$ cat src/rtl/fir_fifo_uart_streamer.sv
// Drains the FIR output FIFO one word at a time and ships each word over 8N1 UART
// as a SYNC_BYTE followed by the sample bytes, most significant byte first.
module fir_fifo_uart_streamer #(
    parameter int         DATA_WIDTH   = 32,
    parameter int         CLKS_PER_BIT = 104,
    parameter logic [7:0] SYNC_BYTE    = 8'hA5
) (
    input  logic                  i_clk,
    input  logic                  i_rstn,
    input  logic                  i_enable,
    input  logic                  i_fifo_empty,
    input  logic [DATA_WIDTH-1:0] i_fifo_rddata,
    output logic                  o_fifo_rden,
    output logic                  o_uart_tx,
    output logic                  o_busy,
    output logic                  o_frame_done
);
    localparam int NBYTES = DATA_WIDTH / 8;
    localparam int BAUD_W = $clog2(CLKS_PER_BIT);
    localparam int IDX_W  = $clog2(NBYTES + 1);

    localparam logic [2:0] S_IDLE  = 3'd0;
    localparam logic [2:0] S_POP   = 3'd1;
    localparam logic [2:0] S_LATCH = 3'd2;
    localparam logic [2:0] S_START = 3'd3;
    localparam logic [2:0] S_DATA  = 3'd4;
    localparam logic [2:0] S_STOP  = 3'd5;

    logic [2:0]            state;
    logic [BAUD_W-1:0]     baud_cnt;
    logic [2:0]            bit_cnt;
    logic [IDX_W-1:0]      byte_idx;
    logic [7:0]            shifter;
    logic [DATA_WIDTH-1:0] sample;
    logic                  frame_end;
    logic                  baud_last;
    logic                  start_frame;
    logic                  on_line;

    assign baud_last   = (baud_cnt == BAUD_W'(CLKS_PER_BIT - 1));
    assign start_frame = i_enable && !i_fifo_empty;
    assign on_line     = (state == S_START) || (state == S_DATA) || (state == S_STOP);

    // The line is registered from the state, so it trails the FSM by one cycle;
    // frame_done is delayed through frame_end to line up with the real end of the stop bit.
    always_ff @(posedge i_clk) begin
        if (!i_rstn) begin
            state        <= S_IDLE;
            baud_cnt     <= '0;
            bit_cnt      <= '0;
            byte_idx     <= '0;
            shifter      <= '0;
            sample       <= '0;
            frame_end    <= 1'b0;
            o_fifo_rden  <= 1'b0;
            o_uart_tx    <= 1'b1;
            o_busy       <= 1'b0;
            o_frame_done <= 1'b0;
        end else begin
            o_fifo_rden  <= 1'b0;
            frame_end    <= 1'b0;
            o_frame_done <= frame_end;
            o_busy       <= (state != S_IDLE) || start_frame;
            baud_cnt     <= (on_line && !baud_last) ? baud_cnt + 1'b1 : '0;
            case (state)
                S_IDLE: begin
                    o_uart_tx <= 1'b1;
                    if (start_frame) begin
                        o_fifo_rden <= 1'b1;
                        state       <= S_POP;
                    end
                end
                S_POP: begin
                    o_uart_tx <= 1'b1;
                    state     <= S_LATCH;
                end
                S_LATCH: begin
                    o_uart_tx <= 1'b1;
                    sample    <= i_fifo_rddata;
                    shifter   <= SYNC_BYTE;
                    byte_idx  <= '0;
                    state     <= S_START;
                end
                S_START: begin
                    o_uart_tx <= 1'b0;
                    if (baud_last) begin
                        bit_cnt <= '0;
                        state   <= S_DATA;
                    end
                end
                S_DATA: begin
                    o_uart_tx <= shifter[0];
                    if (baud_last) begin
                        shifter <= {1'b0, shifter[7:1]};
                        bit_cnt <= bit_cnt + 1'b1;
                        if (bit_cnt == 3'd7) state <= S_STOP;
                    end
                end
                S_STOP: begin
                    o_uart_tx <= 1'b1;
                    if (baud_last) begin
                        if (byte_idx < IDX_W'(NBYTES)) begin
                            // sample shifts up so its top byte is always the next one out
                            shifter  <= sample[DATA_WIDTH-1 -: 8];
                            sample   <= sample << 8;
                            byte_idx <= byte_idx + 1'b1;
                            state    <= S_START;
                        end else begin
                            frame_end <= 1'b1;
                            state     <= S_IDLE;
                        end
                    end
                end
                default: state <= S_IDLE;
            endcase
        end
    end
endmodule
$ cat config.mk
export PLATFORM = sky130hd
export DESIGN_NAME = fir_fifo_uart_streamer
export DESIGN_NICKNAME = d
export VERILOG_FILES = /design/src/rtl/fir_fifo_uart_streamer.sv
export SDC_FILE = /design/constraint.sdc
export NUM_CORES = 1
export LEC_CHECK = 0
export CAP_MARGIN = 10
export CELL_PAD_IN_SITES_DETAIL_PLACEMENT = 1
export CELL_PAD_IN_SITES_GLOBAL_PLACEMENT = 1
export CORE_MARGIN = 1
export CORE_UTILIZATION = 44
export DETAILED_ROUTE_END_ITERATION = 6
export PLACE_DENSITY_LB_ADDON = 0.1
export SLEW_MARGIN = 15
export SYNTH_ARGS = -nofsm -noshare
export SYNTH_HDL_FRONTEND = slang
export SYNTH_SLANG_ARGS = --single-unit
$ cat constraint.sdc
create_clock -name i_clk -period 2.8 [get_ports i_clk]
set_input_delay 0.42 -clock i_clk [delete_from_list [all_inputs] [get_ports i_clk]]
set_output_delay 0.42 -clock i_clk [all_outputs]
set_load 0.1 [all_outputs]
==> results.cfg, run 1 <==
[final_layout]
stdcell_area_um2 = 3380
finish.net_count = 381
antennaDiodeCount = 0
utilization_pct = 56.4
count_of_fill_cells_added_during_filler_insertion = 701
final_cell_count_no_fill = 421
layout-area-overhead-vs-synth_pct = 22.2
drive_gt1_share_pct = 13.3
final_cell_mix = sky130_fd_sc_hd__nand2_1 (63), sky130_fd_sc_hd__dfxtp_1 (61), sky130_fd_sc_hd__clkdlybuf4s50_1 (35)
layout_commonest_cell = sky130_fd_sc_hd__nand2_1

[power_and_ir_drop]
switching_share_pct = 33.9
overall_power_after_layout_mw = 2.88
int_pwr_mw = 1.90
power_share_of_the_sequential_group_pct = 43.2
power.clock.fraction_pct = 27.4
net-switching-power_uw = 975
pwr_density_cell_nw_per_um2 = 852
combinationalPowerShare_pct = 29.4
vdd.ir_drop.worst_uv = 413
leakagePower_nw = 1.23

[worst_hold_path]
whs_path_depth = 1
worst_hold_path_type = register to register

[drt]
drcViolationCount = 0
detail-route-antenna-nets = 0
finalWirelength_um = 6840
routed_wire_length_per_instance_um = 16.2
first_iter_violations = 135
num_vias = 2380
vias_per_cell = 5.65
detail_route.first_pass.iterations = 4

[clocking]
tritoncts = built
clk_latency_ns = 0.34
clk_transition_reported_paths_ns = 0.07
cts_max_level = 3
clock-root-buffer = sky130_fd_sc_hd__clkbuf_8
post_cts_hold_buffer_count = 0
ctsLongestPathBuffers = 2
cts_made_buffers = 9
clock-sinks = 61
number_of_buffers_inserted_to_repair_setup_after_cts = 0
cts_repair_resize_count = 0

[synth]
synth-seq-area-share_pct = 44.1
post_synthesis_cell_type_count = 47
syn-cell-area_um2 = 2770
synth-warning-count = 0
synthCells = 306
syn-num-nets = 346
ys_seq_elements = 61
post_synth.cell_area_avg_um2 = 9.04

[die]
fp.coreArea_um2 = 5990
die_h_um = 81.3
rows = 28
design.die.area_um2 = 6610
initial_core_util_pct = 46.2
top_level_ports = 40
die_w_um = 81.3

[sta]
tightestPinTransition_ns = 0.776
finalHoldWorstSlack_ns = 0.438
timing.setup.tns_ns = 0
rsz0062_at_grt = false
final.setup_skew_ns = 0.00771
final_number_of_max_transition_violations = 0
report.final.hold_viol_count = 0
timing.final.crit_share_pct = 76.1
setup_slack_ns = 0.669
fmaxAchievable_mhz = 469
relative_slew_slack_pct = 48.2
number_of_failing_setup_endpoints_in_the_final_timing_report = 0
finalWorstPathRequiredPeriod_ns = 2.13

[global_route]
grt_pass1_wl_um = 11500
antenna_found_initial = 0
grt_overflow = 0
number_of_global_route_vias_before_repair = 2385
grt_start_max_net_pins = 38
grt.total_usage_pct = 23.2

[placement]
place.gp.congestion = 0.743
io_buffer_count = 39
placed_cells = 405
pre_cts_ws_ns = 0.681
dp.final_hpwl_um = 4630
detailed_place.area_um2 = 3180

[setup_path]
setup.worst_path.end_class = register
arrival_time_at_the_worst_endpoint_ns = 2.37
reg2regPathDepth = 4
worst-setup-path-type = register to register
timing.critical_path.from_type = register
cp_max_fo = 18
worst-endpoint-required_ns = 3.03

[outcome]
result_of_the_run = finished clean

[flow_run]
maxCapViolCount = 0
## metal layers
| metal | vias up | share of wire (%) | wire, um | GRT usage, % |
|---|---|---|---|---|
| met1 | 1121 | 49 | 3340 | 29.9 |
| met2 | 50 | 46 | 3110 | 35.6 |
| met3 | 14 | 3.6 | 247 | 6.40 |
| li1 | 1195 | - | - | - |
| met5 | - | 0 | 0 | 0 |
| met4 | 0 | 1.9 | 133 | 11.1 |
## logic make-up (layout without fill, tap and decap cells)
family / count (synthesis) / after routing / synth area share (%)
AOI/OAI and AO/OA: 89 / 89 / 24.3
buffers and inverters: 27 / 67 / 5.20
muxes: 9 / 9 / 3.44
adders and majority gates: 4 / 4 / 1.81
and+or+nand+nor: 112 / 112 / 19.9
xor gates and xnor gates: 4 / 4 / 1.27
DFF: 61 / 61 / 44.1
## cell type report
type / instances / area [um^2] / share of cell area, %
Clock buffer: 10 / 138 / 4.07
Tap cell: 75 / 93.8 / 2.78
Timing Repair Buffer: 49 / 455 / 13.5
Sequential cell: 61 / 1220 / 36.1
Multi-Input combinational cell: 218 / 1400 / 41.5
Inverter: 2 / 7.51 / 0.222
Clock inverter: 6 / 62.6 / 1.85
## power groups by stage
stage / logic, mW / registers [mW] / clock network, mW
CTS: 0.853 / 1.24 / 0.809
finish: 0.846 / 1.24 / 0.790
floorplan: 0.656 / 1.23 / 0
global route: 0.941 / 1.27 / 0.848
detailed placement: 0.849 / 1.26 / 0
global placement: 0.823 / 1.25 / 0
## final timing paths
check | slack [ns] | end | startpoint
max reg2reg | 0.67 | sample[0] | state[2]
max | 0.67 | sample[0] | state[2]
min reg2reg | 0.44 | o_frame_done | frame_end
min | 0.44 | o_frame_done | frame_end
## worst max-delay path, stage by stage (launching register included)
cell,delay (ns)
sky130_fd_sc_hd__dfxtp_1,0.70
sky130_fd_sc_hd__nor3b_2,0.36
sky130_fd_sc_hd__a21o_1,0.38
sky130_fd_sc_hd__nand2_1,0.27
sky130_fd_sc_hd__a32o_1,0.32
## flip-flops by register name, summed over array words and instances, names as in the netlist
signal and flops:
shifter 8, bit_cnt 3, sample 32, state 3
o_fifo_rden 1, o_busy 1, frame_end 1, o_uart_tx 1
baud_cnt 7, o_frame_done 1, byte_idx 3
## cell usage after synthesis, drive strengths merged
cell,n,area [um^2]
nor3,3,15.0
a32oi,2,17.5
a21o,1,7.51
nand4,1,6.26
nor4b,2,23.8
nand3,4,20.0
mux2,4,45.0
nor2b,3,18.8
nand3b,2,15.0
and3b,2,17.5
a21oi,29,145
a31o,1,8.76
clkbuf,12,45.0
nand2,63,236
o22ai,1,6.26
xor2,2,17.5
xnor2,2,17.5
a211oi,1,7.51
and2,3,18.8
or3b,1,11.3
nor3b,6,55.1
o211a,1,10.0
buf,13,91.3
and3,2,12.5
o32ai,4,35.0
a2bb2oi,1,15.0
nand2b,5,31.3
a311oi,23,201
nor2,14,60.1
ha,4,50.1
mux2i,5,50.1
nand4b,1,8.76
inv,2,7.51
o31ai,1,7.51
o211ai,4,30.0
dfxtp,61,1220
a31oi,3,18.8
o221a,4,45.0
a32o,8,80.1
o21ai,5,36.3
Note: power is estimated with default switching activity, not from simulation.
==> run 2, diff against run 1 <==
--- a/config.mk
+++ b/config.mk
@@ -9,7 +9,7 @@
 export CELL_PAD_IN_SITES_DETAIL_PLACEMENT = 1
 export CELL_PAD_IN_SITES_GLOBAL_PLACEMENT = 1
 export CORE_MARGIN = 1
-export CORE_UTILIZATION = 44
+export CORE_UTILIZATION = 41
 export DETAILED_ROUTE_END_ITERATION = 6
 export PLACE_DENSITY_LB_ADDON = 0.1
 export SLEW_MARGIN = 15
==> constraint.sdc (replaced) <==
create_clock -name i_clk -period 2 [get_ports i_clk]
set_input_delay 0.3 -clock i_clk [delete_from_list [all_inputs] [get_ports i_clk]]
set_output_delay 0.3 -clock i_clk [all_outputs]
set_load 0.1 [all_outputs]
==> run 2 against run 1 <==
Against the previous run: critical path depth grew 2; sequential power up 39%; the flow now finishes with violations (DRC); core utilization shrank 1.9 points; register-to-register slack lost 0.44 ns; clock power grew 37%; via count up 3.1%; hold slack better by 0.0085 ns; highest routed layer unchanged; non-clock buffer count rose by 12; final cell count is 2.6% higher; total power grew 42%; critical endpoint is now shifter[3]; routed wire length up 3.5%.
==> results.cfg, run 2 (same netlist as run 1, synthesis figures left out) <==
[sta]
finalWorstPathRequiredPeriod_ns = 1.77
fmaxAchievable_mhz = 565
final.setup_skew_ns = 0.00537
timing.setup.tns_ns = 0
relative_slew_slack_pct = 68.3
number_of_failing_setup_endpoints_in_the_final_timing_report = 0
report.final.hold_viol_count = 0
rsz0062_at_grt = false
tightestPinTransition_ns = 0.475
final_number_of_max_transition_violations = 0
timing.final.crit_share_pct = 88.4
setup_slack_ns = 0.231

[die]
top_level_ports = 40
die_h_um = 84.2
fp.coreArea_um2 = 6420
initial_core_util_pct = 43.1
design.die.area_um2 = 7080
rows = 29
die_w_um = 84.2

[final_layout]
layout-area-overhead-vs-synth_pct = 26.6
regArea_um2 = 1220
multi_input_area_um2 = 1410
top_regs = sample: 32 flops, shifter: 8 flops, baud_cnt: 7 flops
layout_commonest_cell = sky130_fd_sc_hd__nand2_1
finish.net_count = 393
drive_gt1_share_pct = 16.1
utilization_pct = 54.6
largest_register_ffs = 32
count_of_fill_cells_added_during_filler_insertion = 737
antennaDiodeCount = 0
final_cell_mix = sky130_fd_sc_hd__nand2_1 (62), sky130_fd_sc_hd__dfxtp_1 (61), sky130_fd_sc_hd__clkdlybuf4s50_1 (35)
largest-register = sample

[power_and_ir_drop]
pwr_density_cell_nw_per_um2 = 1170
power_share_of_the_sequential_group_pct = 41.9
power.clock.fraction_pct = 26.4
switching_share_pct = 32.9
overall_power_after_layout_mw = 4.10
combinationalPowerShare_pct = 31.7
vdd.ir_drop.worst_uv = 421
int_pwr_mw = 2.75
leakagePower_nw = 1.31
net-switching-power_mw = 1.35

[setup_path]
setup.worst_path.end_class = register
timing.critical_path.from_type = register
worst-endpoint-required_ns = 2.23
worst-setup-path-type = register to register
arrival_time_at_the_worst_endpoint_ns = 2.00
cp_max_fo = 9

[clocking]
cts_max_level = 3
clock-root-buffer = sky130_fd_sc_hd__clkbuf_8
cts_made_buffers = 9
post_cts_hold_buffer_count = 0
ctsLongestPathBuffers = 2
clock-sinks = 61
clk_transition_reported_paths_ns = 0.07
clk_latency_ns = 0.33
tritoncts = built

[flow_run]
maxCapViolCount = 0

[outcome]
violations = DRC
result_of_the_run = complete, but fails checks

[drt]
num_vias = 2454
first_iter_violations = 174
detail-route-antenna-nets = 0
detail_route.first_pass.iterations = 6
vias_per_cell = 5.68
drcViolationCount = 4
finalWirelength_um = 7070
routed_wire_length_per_instance_um = 16.4

[placement]
pre_cts_ws_ns = 0.0947
io_buffer_count = 39
dp.final_hpwl_um = 4730
place.gp.congestion = 0.760

[global_route]
grt_overflow = 0
antenna_found_initial = 0
grt_pass1_wl_um = 11900
number_of_global_route_vias_before_repair = 2376
grt_start_max_net_pins = 27
grt.total_usage_pct = 21.3

[worst_hold_path]
worst_hold_path_type = register to register
run 2: cell count changes in the layout (fill, tap and decap cells not counted):
cell,previous run,this run
sky130_fd_sc_hd__buf_4,14,23
sky130_fd_sc_hd__buf_12,0,3
sky130_fd_sc_hd__clkinvlp_4,3,0
sky130_fd_sc_hd__clkbuf_8,10,11
sky130_fd_sc_hd__clkinv_2,2,1
sky130_fd_sc_hd__nand2_1,63,62
sky130_fd_sc_hd__nand2_2,0,1
sky130_fd_sc_hd__nand3_1,4,3
sky130_fd_sc_hd__nand3_2,0,1
run 2: area by class of cell:
| type | count | area share (%) |
|---|---|---|
| multi-input cells | 218 | 40.2 |
| inverters | 2 | 0.214 |
| repair buffers | 61 | 16.6 |
| clock inverters | 2 | 1.00 |
| clock buffers | 11 | 4.32 |
| well taps | 77 | 2.75 |
| flip-flops and latches | 61 | 34.8 |
run 2: layer usage:
layer,GRT usage (%),vias to the layer above,part of all wire (%)
li1,-,1224,-
met1,30.3,1184,50
met3,3.34,4,3.0
met4,9.87,0,0.85
met5,0,-,0
met2,31.6,42,46
run 2: path summary, 6_finish.rpt:
kind                            cells after the start  slack (ns)           to        start
worst max-delay path                                6        0.23   shifter[3]     state[1]
worst min-delay path                                1        0.45  baud_cnt[0]  baud_cnt[0]
worst max register to register                      6        0.23   shifter[3]     state[1]
worst min register to register                      1        0.45  baud_cnt[0]  baud_cnt[0]
run 2: critical path, cell delays in order (launching register included):
cell and delay, ns:
sky130_fd_sc_hd__dfxtp_1 0.48, sky130_fd_sc_hd__buf_4 0.21, sky130_fd_sc_hd__nand2b_1 0.11, sky130_fd_sc_hd__a21oi_1 0.26, sky130_fd_sc_hd__o211ai_1 0.15, sky130_fd_sc_hd__buf_4 0.18, sky130_fd_sc_hd__o32ai_1 0.28
run 2: stage by stage:
| step | instance area, um^2 | hold slack [ns] | std cells |
|---|---|---|---|
| after detailed placement | 3290 | 0.437 | 416 |
| after floorplan | 2770 | 0.412 | 306 |
| after global routing | 3500 | 0.463 | 432 |
| final | 3500 | 0.447 | 432 |
| after global placement | 3290 | 0.426 | 416 |
| after CTS | 3470 | 0.452 | 429 |
run 2: repair_timing:
| action | 4_1_cts | 5_1_grt |
|---|---|---|
| buffers inserted | 0 | 3 |
| resized for setup | 0 | 2 |
| endpoints found under the setup margin | 0 | 18 |
run 2: power groups by stage:
stage          registers (mW)  clock network (mW)  logic [mW]
2_1_floorplan            1.72                   0       0.918
3_5_place_dp             1.73                   0        1.29
3_3_place_gp             1.72                   0        1.26
6_report                 1.72                1.08        1.30
5_1_grt                  1.76                1.17        1.43
4_1_cts                  1.71                1.11        1.29
==> run 3, diff against run 2 <==
--- a/config.mk
+++ b/config.mk
@@ -9,10 +9,12 @@
 export CELL_PAD_IN_SITES_DETAIL_PLACEMENT = 1
 export CELL_PAD_IN_SITES_GLOBAL_PLACEMENT = 1
 export CORE_MARGIN = 1
-export CORE_UTILIZATION = 41
+export CORE_UTILIZATION = 35
 export DETAILED_ROUTE_END_ITERATION = 6
+export DONT_BUFFER_PORTS = 1
 export PLACE_DENSITY_LB_ADDON = 0.1
 export SLEW_MARGIN = 15
 export SYNTH_ARGS = -nofsm -noshare
 export SYNTH_HDL_FRONTEND = slang
 export SYNTH_SLANG_ARGS = --single-unit
+export TNS_END_PERCENT = 20
==> run 3 against run 2 <==
Against the previous run: the flow now finishes without violations; via count fell by 5.6%; sequential share of layout area is 3.6 points higher; routed wire length fell by 0.28%; total power fell by 2.2%; largest cell class unchanged.
==> results.cfg, run 3 (same netlist as run 1, synthesis figures left out) <==
[outcome]
result_of_the_run = finished clean

[setup_path]
worstReg2RegStart = state[2]
reg2regPathDepth = 5
timing.critical_path.from_type = register
crit_path_start = state[2]
max_stage_delay_ns = 0.45
setup.worst_path.end_class = register
critical-path-slowest-cell = sky130_fd_sc_hd__dfxtp_1
worst-path-buf-inv = 1
worst-setup-path-type = register to register
worst-endpoint-required_ns = 2.23
critical_path_depth = 5
cp_max_fo = 13
timing.critical_path.max_delay_family = compound AO/OA/AOI/OAI gates
timing.rr.end = sample[20]
arrival_time_at_the_worst_endpoint_ns = 2.04
worstSetupEndpoint = sample[20]
timing.reg2reg.setup_slack_ns = 0.19
crit_chain = nor3b_2, a21o_1, buf_4, a21oi_1, a311oi_1

[clocking]
cts_max_level = 3
tritoncts = built
clk_transition_reported_paths_ns = 0.07
post_cts_hold_buffer_count = 0
clk_latency_ns = 0.33
ctsLongestPathBuffers = 2
cts_made_buffers = 9
clock-root-buffer = sky130_fd_sc_hd__clkbuf_8
clock-sinks = 61

[power_and_ir_drop]
power_share_of_the_sequential_group_pct = 42.6
net-switching-power_mw = 1.34
leakagePower_nw = 1.17
combinationalPowerShare_pct = 29.6
pwr_density_cell_nw_per_um2 = 1260
int_pwr_mw = 2.67
switching_share_pct = 33.5
power.clock.fraction_pct = 27.8
vdd.ir_drop.worst_uv = 508

[sta]
number_of_failing_setup_endpoints_in_the_final_timing_report = 0
report.final.hold_viol_count = 0
fmaxAchievable_mhz = 554
finalHoldWorstSlack_ns = 0.0398
tightestPinTransition_ns = 0.423
rsz0062_at_grt = false
finalWorstPathRequiredPeriod_ns = 1.81
relative_slew_slack_pct = 71.8
final_number_of_max_transition_violations = 0
final.setup_skew_ns = 0.00773
timing.final.crit_share_pct = 90.3
timing.setup.tns_ns = 0

[placement]
place.gp.congestion = 0.718
placed_cells = 406
io_buffer_count = 0
dp.final_hpwl_um = 4750

[drt]
drcViolationCount = 0
detail_route.first_pass.iterations = 4
num_vias = 2316
routed_wire_length_per_instance_um = 16.6
vias_per_cell = 5.45
finalWirelength_um = 7050
first_iter_violations = 86
detail-route-antenna-nets = 0

[global_route]
grt_overflow = 0
grt.total_usage_pct = 18.3
antenna_found_initial = 0
grt_pass1_wl_um = 11900
grt_start_max_net_pins = 27
number_of_global_route_vias_before_repair = 2352

[die]
die_h_um = 90.9
initial_core_util_pct = 36.0
design.die.area_um2 = 8270
top_level_ports = 40
die_w_um = 90.9
fp.coreArea_um2 = 7690
rows = 32

[final_layout]
largest_register_ffs = 32
final_cell_mix = sky130_fd_sc_hd__nand2_1 (63), sky130_fd_sc_hd__dfxtp_1 (60), sky130_fd_sc_hd__a21oi_1 (29)
antennaDiodeCount = 0
finish.net_count = 359
count_of_fill_cells_added_during_filler_insertion = 918
final_cell_count_no_fill = 425
layout_commonest_cell = sky130_fd_sc_hd__nand2_1
largest-register = sample
layout-area-overhead-vs-synth_pct = 14.9
drive_gt1_share_pct = 18.6
top_regs = sample: 32 flops, shifter: 8 flops, baud_cnt: 7 flops

[flow_run]
maxCapViolCount = 0

[worst_hold_path]
worst_hold_path_type = primary input to register
[run 3: layout make-up]
cell class,instances,area [um^2],area share [%]
inverter,2,7.51,0.236
timing repair buffer,27,215,6.77
tap,102,128,4.01
sequential,61,1220,38.4
multi-input combinational,218,1410,44.3
clock inverter,4,47.5,1.50
clock buffer,11,151,4.76
[run 3: metal layers]
metal	wire length, um	GRT usage (%)	vias to the layer above
li1	-	-	1153
met1	3620	24.6	1123
met2	3110	28.2	33
met3	239	4.46	7
met4	85	6.75	0
met5	0	0	-
[run 3: worst min-delay path by stage]
stage	startpoint	to	slack [ns]	cells past startpoint
after detailed placement	i_rstn	o_uart_tx	0.37	1
final	i_rstn	o_uart_tx	0.04	1
after floorplan	frame_end	o_frame_done	0.41	1
after global placement	i_rstn	o_uart_tx	0.37	1
after CTS	i_rstn	o_uart_tx	0.02	1
after global routing	i_rstn	o_uart_tx	0.02	1
[run 3: through the flow]
stage                     utilization, %  setup slack (ns)  power, mW  instance area (um^2)
after floorplan                        -             0.330       2.64                  2770
after global placement              38.3             0.161       2.89                  2940
after detailed placement            38.3            0.0981       2.92                  2940
after CTS                           40.9            0.0662       4.05                  3140
after global routing                41.4            0.0674       4.28                  3180
final                               41.4             0.194       4.01                  3180
[run 3: power by group through the flow]
stage               Sequential, mW  Combinational (mW)  Clock [mW]
floorplan                     1.72               0.918           0
global placement              1.72                1.16           0
detailed placement            1.73                1.19           0
CTS                           1.71                1.19        1.15
global route                  1.75                1.31        1.21
finish                        1.71                1.19        1.12
[run 3: timing repair]
item | 4_1_cts | 5_1_grt
resized for setup | 0 | 2
endpoints found under the setup margin | 0 | 36
setup buffers | 0 | 4
==> patch: new RTL, flow settings as in run 2 <==
`DATA_WIDTH`: 32 -> 64.
--- a/src/rtl/fir_fifo_uart_streamer.sv
+++ b/src/rtl/fir_fifo_uart_streamer.sv
@@ -1,7 +1,7 @@
 // Drains the FIR output FIFO one word at a time and ships each word over 8N1 UART
 // as a SYNC_BYTE followed by the sample bytes, most significant byte first.
 module fir_fifo_uart_streamer #(
-    parameter int         DATA_WIDTH   = 32,
+    parameter int         DATA_WIDTH   = 64,
     parameter int         CLKS_PER_BIT = 104,
     parameter logic [7:0] SYNC_BYTE    = 8'hA5
 ) (
Ports: changed (resized i_fifo_rddata); port bits go from 40 to 72. The function was not compared with the original's and may differ.
==> patch against run 2 <==
  * Hold slack better by 0.0038 ns
  * Synthesized area is 60% higher
  * Largest cell class unchanged
  * Critical endpoint is now byte_idx[0]
  * Total power is 36% higher
  * Sequential cell count is 33 higher
  * Wire length is 72% higher
  * Worst setup slack worse by 0.10 ns
  * Cell area is 55% higher
  * Synthesized cell count is 70% higher
==> patch: results (changes against run 2) <==
outcome=finished clean; GRT Total Usage=0.2232 (+0.01055); Seq/Total Area, Yosys=0.4247 (-0.01649); Nets=643 (+64%); sequential share of cell area=0.3456 (-0.002859); Max-slew headroom=0.5962 (-0.08675); most frequent cells after synthesis=nand2_1 (132), dfxtp_1 (94), a21oi_1 (77); clock-net power=1.30 mW (+20%); most area-consuming cells after synthesis=dfxtp_1 (42%), nand2_1 (11%), a21oi_1 (8.7%); multi-input gate count=370 (+70%); CP max FO=11 (+2); clk_lat worst skew=0.36 ns (+0.03 ns); fraction of area in multi-input gates=0.4120 (+0.009639); first-pass GRT wire length=20,220 µm (+70%); TritonCTS Sinks=94 (+54%); pin count of the biggest net entering global routing=76 (+180%); Avg WL per Cell=17.07 µm (+4.3%); adder-cell share of the synthesized area=0.01130 (-0.006787); Routability Congestion=0.7258 (-4.4%); Synth Area in XOR/XNOR=0.009884 (-0.002774); combinational fraction of design power=0.310 (-0.007); fillcell total=1,235 (+68%); clk_buf instances=12 (+1); hold path startpoint=frame_end; drt total wl=12,160 µm (+72%); Non-clk bufs=92 (+51%); pre-CTS WS=0.1025 ns (+0.007765 ns); Synth cell types=46 (-2.1%); largest registers=sample (64), shifter (8), baud_cnt (7); WHS=0.4504 ns (+0.003824 ns); DR pass1 iterations=4 (-2); Synth Net Count=592 (+71%); Port Buffers=71 (+82%); vias per inst=5.548 (-2.3%); clk slew on worst S/H paths=0.09 ns (+0.02 ns)
[patch: per-layer routing]
layer / track usage / vias up / wire length (µm)
li1: - / 1976 / -
met1: 0.2951 / 1899 / 5839
met2: 0.3828 / 69 / 5922
met3: 0.03679 / 6 / 327
met4: 0.04663 / 0 / 68
met5: 0 / - / 0
[patch: worst paths after layout]
check / to / depth (start not counted)
min: o_frame_done / 1
max reg2reg: byte_idx[0] / 6
max: byte_idx[0] / 6
min reg2reg: o_frame_done / 1
[patch: through the flow]
stage | cell area, µm² | utilization
after floorplan | 4431 | -
after global placement | 5239 | 0.5029
after detailed placement | 5239 | 0.5029
after CTS | 5440 | 0.5223
after global routing | 5445 | 0.5228
final | 5445 | 0.5228
[patch: critical path: stages (launching register included)]
cell,delay (ns)
dfxtp_1,0.37
ha_1,0.25
and3_1,0.37
a21oi_2,0.14
buf_4,0.20
or3_1,0.31
a21oi_1,0.15
